**config.mk**
```make
export PLATFORM = sky130hd
export DESIGN_NAME = wb_arbiter2
export DESIGN_NICKNAME = d
export VERILOG_FILES = /design/src/rtl/wb_arbiter2.sv
export SDC_FILE = /design/constraint.sdc
export NUM_CORES = 1
export LEC_CHECK = 0
export ABC_AREA = 1
export CORE_AREA = 2 2 123 125
export CTS_CLUSTER_DIAMETER = 60
export DETAILED_ROUTE_END_ITERATION = 8
export DIE_AREA = 0 0 125 127
export GPL_ROUTABILITY_DRIVEN = 0
export HOLD_SLACK_MARGIN = 0.03
export PLACE_DENSITY = 0.7
export SYNTH_ARGS = -nofsm -noshare
export SYNTH_HDL_FRONTEND = slang
export SYNTH_SLANG_ARGS = --single-unit
```
**constraint.sdc**
```tcl
create_clock -name clk -period 10.06 [get_ports clk]
set_clock_uncertainty 0.2 [all_clocks]
set_input_delay 1.006 -clock clk [delete_from_list [all_inputs] [get_ports clk]]
set_output_delay 1.006 -clock clk [all_outputs]
set_load 0.005 [all_outputs]
```
**src/rtl/wb_arbiter2.sv**
```systemverilog
// Two-master, one-slave Wishbone-style arbiter issuing one single-cycle slave strobe per transaction.
// Optional macro ARB_ROUND_ROBIN_EN selects round-robin instead of fixed M0 > M1 priority.
module wb_arbiter2 #(
    parameter int AW = 32,
    parameter int DW = 32
) (
    input  logic              clk,
    input  logic              reset,

    input  logic [AW-1:0]     m0_adr_i,
    input  logic [DW-1:0]     m0_dat_i,
    input  logic [DW/8-1:0]   m0_sel_i,
    input  logic              m0_we_i,
    input  logic              m0_stb_i,
    output logic [DW-1:0]     m0_dat_o,
    output logic              m0_ack_o,

    input  logic [AW-1:0]     m1_adr_i,
    input  logic [DW-1:0]     m1_dat_i,
    input  logic [DW/8-1:0]   m1_sel_i,
    input  logic              m1_we_i,
    input  logic              m1_stb_i,
    output logic [DW-1:0]     m1_dat_o,
    output logic              m1_ack_o,

    output logic [AW-1:0]     s_adr_o,
    output logic [DW-1:0]     s_dat_o,
    output logic [DW/8-1:0]   s_sel_o,
    output logic              s_we_o,
    output logic              s_stb_o,
    input  logic [DW-1:0]     s_dat_i,
    input  logic              s_ack_i,

    output logic              grant_o
);

    typedef enum logic [1:0] {
        ST_IDLE  = 2'd0,
        ST_ISSUE = 2'd1,
        ST_WAIT  = 2'd2
    } state_t;

    state_t            r_state;
    logic              r_grant;
    logic [AW-1:0]     r_adr;
    logic [DW-1:0]     r_dat;
    logic [DW/8-1:0]   r_sel;
    logic              r_we;
    logic              r_stb;

    logic              w_req_any;
    logic              w_win;
    logic              w_in_wait;

    assign w_req_any = m0_stb_i | m1_stb_i;

`ifdef ARB_ROUND_ROBIN_EN
    logic              r_ptr;

    // Winner selection: on a tie the pointer names the favoured master.
    always_comb begin
        w_win = 1'b0;
        if (m0_stb_i && m1_stb_i) begin
            w_win = r_ptr;
        end else if (m1_stb_i) begin
            w_win = 1'b1;
        end else begin
            w_win = 1'b0;
        end
    end
`else
    // Winner selection: M0 always wins a tie.
    always_comb begin
        w_win = 1'b0;
        if (m0_stb_i) begin
            w_win = 1'b0;
        end else if (m1_stb_i) begin
            w_win = 1'b1;
        end else begin
            w_win = 1'b0;
        end
    end
`endif

    // Transaction sequencer: latch winner in IDLE, pulse strobe in ISSUE, await ack in WAIT.
    always_ff @(posedge clk or posedge reset) begin
        if (reset) begin
            r_state <= ST_IDLE;
            r_grant <= 1'b0;
            r_adr   <= {AW{1'b0}};
            r_dat   <= {DW{1'b0}};
            r_sel   <= {(DW/8){1'b0}};
            r_we    <= 1'b0;
            r_stb   <= 1'b0;
`ifdef ARB_ROUND_ROBIN_EN
            r_ptr   <= 1'b0;
`endif
        end else begin
            case (r_state)
                ST_IDLE: begin
                    r_stb <= 1'b0;
                    if (w_req_any) begin
                        r_adr   <= w_win ? m1_adr_i : m0_adr_i;
                        r_dat   <= w_win ? m1_dat_i : m0_dat_i;
                        r_sel   <= w_win ? m1_sel_i : m0_sel_i;
                        r_we    <= w_win ? m1_we_i  : m0_we_i;
                        r_grant <= w_win;
                        r_stb   <= 1'b1;
                        r_state <= ST_ISSUE;
                    end
                end
                ST_ISSUE: begin
                    r_stb   <= 1'b0;
                    r_state <= ST_WAIT;
                end
                ST_WAIT: begin
                    r_stb <= 1'b0;
                    if (s_ack_i) begin
                        r_state <= ST_IDLE;
`ifdef ARB_ROUND_ROBIN_EN
                        r_ptr   <= ~r_grant;
`endif
                    end
                end
                default: begin
                    r_stb   <= 1'b0;
                    r_state <= ST_IDLE;
                end
            endcase
        end
    end

    // Acks outside WAIT (including during reset) never reach a master.
    assign w_in_wait = (r_state == ST_WAIT) && !reset;

    // Return path: only the granted master sees ack and read data.
    always_comb begin
        m0_ack_o = 1'b0;
        m1_ack_o = 1'b0;
        m0_dat_o = {DW{1'b0}};
        m1_dat_o = {DW{1'b0}};
        if (w_in_wait && !r_grant) begin
            m0_ack_o = s_ack_i;
            m0_dat_o = s_dat_i;
        end else if (w_in_wait && r_grant) begin
            m1_ack_o = s_ack_i;
            m1_dat_o = s_dat_i;
        end else begin
            m0_ack_o = 1'b0;
            m1_ack_o = 1'b0;
        end
    end

    assign s_adr_o = r_adr;
    assign s_dat_o = r_dat;
    assign s_sel_o = r_sel;
    assign s_we_o  = r_we;
    assign s_stb_o = r_stb;
    assign grant_o = r_grant;

endmodule

```
After elaboration in Yosys (flattened, before gate mapping). Cells that the tools add are included.

Register bits: 73. Bits in latches: 0. Memory bits (writable): 0. ROM bits: 0. Word-level logic and storage cells: 37. Memories kept: 0.

Add/sub/neg operators: 0. $mul: 0. Div/mod/pow operators: 0. Order comparisons: 0. Equal/unequal tests: 4. Shifts and indexed selects: 0. Multiplexer cells: 17. Bitwise logic cells: 1. Reduce and logical (&&, ||, !) cells: 8.

Operators by type and width (count): 2-to-1 mux 32 bit (5); 2-to-1 mux 1 bit (8); one-hot mux 2 bit (3 select lines) (1); 2-to-1 mux 2 bit (2); 2-to-1 mux 4 bit (1); inequality test 2 bit (second input constant) (2); AND reduction 2 bit (2); logical AND 1 bit (3); == test 2 x 1 -> 1 bit (second input constant) (1); == test 2 bit (second input constant) (1); zero test 1 bit (2); zero test 2 bit (1); OR 1 bit (1).

Depth between registers and ports, before layout.
Word-level depth: 5. Gate-level depth with buffers: 8. Mapped depth without buffers: 6.

Worst setup path after synthesis. Ideal clock, no wire load.

Path type: input port to output port. Start: in reset. End: out m1_dat_o[10]. Arrival time: 3444 ps. Data required time: 8854 ps. Setup slack: 5410 ps. Cell stages on the path: 4. Buffers on the path: 1. Path through: inv_1 nand4_1 clkbuf_1 nor2_1.

Cells in the longest elaborated chain, start to end: 5.

RTL lines: start, declared (RTL line 8) `input logic reset,`; zero test 1 bit * (RTL line 134) `assign w_in_wait = (r_state == ST_WAIT) && !reset;`; logical AND 1 bit * (RTL line 134); logical AND 1 bit (RTL line 145) `end else if (w_in_wait && r_grant) begin`; 2-to-1 mux 32 bit (RTL line 145); 2-to-1 mux 32 bit * (RTL line 142) `if (w_in_wait && !r_grant) begin`; end, declared (RTL line 23) `output logic [DW-1:0] m1_dat_o,`.

Mark *: on every way between the ends. The rest lies on a longest branch, timed or not.

Worst setup path after layout.
Start: in reset. End: out m0_dat_o[18].

Cells in the longest elaborated chain, start to end: 4.

RTL lines: zero test 1 bit (RTL line 134); logical AND 1 bit (RTL line 134); logical AND 1 bit (RTL line 142); 2-to-1 mux 32 bit (RTL line 142); end, declared (RTL line 15) `output logic [DW-1:0] m0_dat_o,`.

Every way passes these cells.

==> metrics <==
outcome finished clean; Post CTS Setup Buffer Count 0; worst hold path endpoint s_dat_o[7]; Worst R2R Path Depth 6; WHS 275.2 ps; met3 GRT Util 4.983%; Cell Area, Synth 0.004155 mm2; Root Driver clkbuf_16; met1 GRT Util 22.68%; Slew HR 43.25%; placed cells 1,106; Synth area leader dfrtp_1; multiplexer share of the synthesized area 0%; CP cell instances clkdlybuf4s50_1 -> clkinv_2 -> nand4_1 -> buf_4 -> nor2_1 -> clkdlybuf4s50_1; setup TNS 0 ps; max incr delay on CP 480 ps; largest family of logic cells by synthesized area simple AND/OR/NAND/NOR gates; # diodes 0; Async SR Flop Fraction 100.0%; Synth top area share 43.96%; Inserted Clock Buffers 9; adder-cell share of the synthesized area 0%; Post-synth EDFFs 0; register share of total power 31.9%; std cell rows 44; Port Buffers 311; total core area 0.01442 mm2; worst skew pair latency 320 ps; Syn-to-layout area delta 83.29%; GR peak layer met2; CP required 8850 ps; CP Capture Type output port; internal power 0.001054 W; dpl hpwl 11.26 mm; Seq/Total Area, Yosys 43.96%; most frequent cell after synthesis nand2_1; Worst-Margin Slew 851.3 ps; Sw Pwr 0.0005458 W; Worst Hold Depth 2; Die ar. 0.01588 mm2; final setup vio count 0; register-to-register setup slack 7750 ps; Synth Area in Compound Gates 0.6323%; Post-CTS Hold Fix Bufs 0; Top FF cell, synth dfrtp_1; Ys Warns 0; Max IR drop VDD 0.09348 mV; total gr overflow 0; vias per cell 4.334; Logic pwr share 49.5%; nets@finish 1,108; vias in the first global route 4,609; TritonCTS clock tree yes; I/O pin total 312; Synth Area in Simple Gates 46.67%; Routed WL per cell 13.65 um; fin crit period 3845 ps; Avg Cell Area, Syn 6.442 um2; most common library cells after synthesis nand2_1 (346), dfrtp_1 (73), nand3_1 (69), nor2_1 (69), inv_1 (37); Max Cap Violations 0; Post-Syn Instances 645; PD cells 210.1 mW/mm2; Worst Setup Slack, final 6215 ps; fin. max-slew vios 0; Antenna Violating Nets Remaining 0; die span in y 127 um; first-pass GRT wire length 24.30 mm; RSZ-0062 raised after global routing no; Synth cell types 17; largest net degree at the start of global routing 73; Initial Utilization 28.81%; share of cells above drive strength 1 3.202%; via total after detailed routing 4,858; pre-CTS WS 6194 ps; Sw Ratio 34.11%; final hold vios 0; Die Wd 125 um; Syn Nets 820; met2 usage 33.89%; slowest CP cell clkdlybuf4s50_1; initial antenna violation count 0; crit path max fanout 33; Synth Register Bits 73; Worst R2R Start r_state[1]; hold path startpoint s_dat_o[7]; post-route insts no fill 1,121; r2r endpoint s_adr_o[2]; Bufs on Longest Clock Path 2; CTS sink cnt 73; xor and xnor area share after synthesis 0%; H-tree lvl count 3; drt pass-1 iters 7; critical path class primary input to output port; clock group share of total power 18.6%; Worst-path clk slew 50 ps; synth top area cells dfrtp_1 (44%), nand2_1 (31%), nand3_1 (8.3%); PostCTS Resize Cnt 0; GRT Util Overall 19.12%; critical path arrival 2640 ps; fillers 1,473; Tcrit/Tclk final 38.22%; # DRC 0; Pleak 3.812 nW; min-delay worst type register to register; Worst Setup Start Kind primary input; Max Fclk 0.2601 GHz; WL final 15.30 mm; CP most frequent cell clkdlybuf4s50_1; 1st-iter DRT viols 170; Design Power 0.001600 W
==> cells in the final DEF, fill, tap and decap left out, drive strengths merged <==
cell type / netlist / final
nand2: 347 / 347
nor2: 71 / 71
clkinv: 0 / 4
clkbuf: 22 / 12
clkdlybuf4s50: 0 / 310
inv: 38 / 37
o21ai: 1 / 1
nand4: 2 / 2
a21oi: 2 / 2
nand3: 69 / 69
buf: 20 / 9
dfrtp: 73 / 73
==> cells by family after synthesis <==
logic type      count (synthesis)
compound gates                  3
buf+inv                        80
flops                          73
simple gates                  489
==> cell type report <==
class / count / area [um2] / area share, %
Timing Repair Buffer: 319 / 3168 / 41.60
Multi-Input combinational cell: 492 / 1966 / 25.81
Sequential cell: 73 / 1827 / 23.99
Clock buffer: 12 / 266.5 / 3.499
Tap cell: 184 / 230.2 / 3.023
Inverter: 38 / 143.9 / 1.889
Clock inverter: 3 / 15.01 / 0.1971
==> worst max-delay path, delay by kind of cell <==
kind                   cells  cell delay, ps
buffers and inverters      4            1390
AND/OR/NAND/NOR            2             230
==> sequential cells by signal, indices dropped and copies added, names as in the netlist <==
| name | flops |
|---|---|
| s_we_o | 1 |
| s_stb_o | 1 |
| s_dat_o | 32 |
| r_state | 2 |
| grant_o | 1 |
| s_sel_o | 4 |
| s_adr_o | 32 |
==> power by group through the flow <==
stage | clock (W) | combinational (W) | sequential [W]
2_1_floorplan | 0 | 0.000312 | 0.000521
3_3_place_gp | 0 | 0.000801 | 0.000508
3_5_place_dp | 0 | 0.000808 | 0.000511
4_1_cts | 0.000306 | 0.000808 | 0.000512
5_1_grt | 0.000321 | 0.000877 | 0.000529
6_report | 0.000297 | 0.000793 | 0.000510
==> metrics by stage <==
step / util (%) / area (um2)
after floorplan: - / 4155
after global placement: 50.85 / 7335
after detailed placement: 50.85 / 7335
after CTS: 52.80 / 7616
after global routing: 52.80 / 7616
final: 52.80 / 7616
==> layer usage <==
layer / vias to the layer above / routed length (um) / part of all wire [%]
li1: 2518 / - / -
met4: 0 / 235 / 1.5
met5: - / 0 / 0
met2: 201 / 7855 / 51
met3: 14 / 1121 / 7.3
met1: 2125 / 6084 / 40
==> worst max-delay path by stage <==
stage | startpoint | endpoint | slack (ps) | cells after the start
floorplan | reset | m1_dat_o[10] | 5410 | 4
global placement | reset | m1_dat_o[11] | 6200 | 6
detailed placement | reset | m1_dat_o[18] | 6190 | 6
CTS | reset | m0_dat_o[18] | 6200 | 6
global route | reset | m0_dat_o[17] | 6070 | 6
finish | reset | m0_dat_o[18] | 6220 | 6
(Power assumes the default switching activity.)
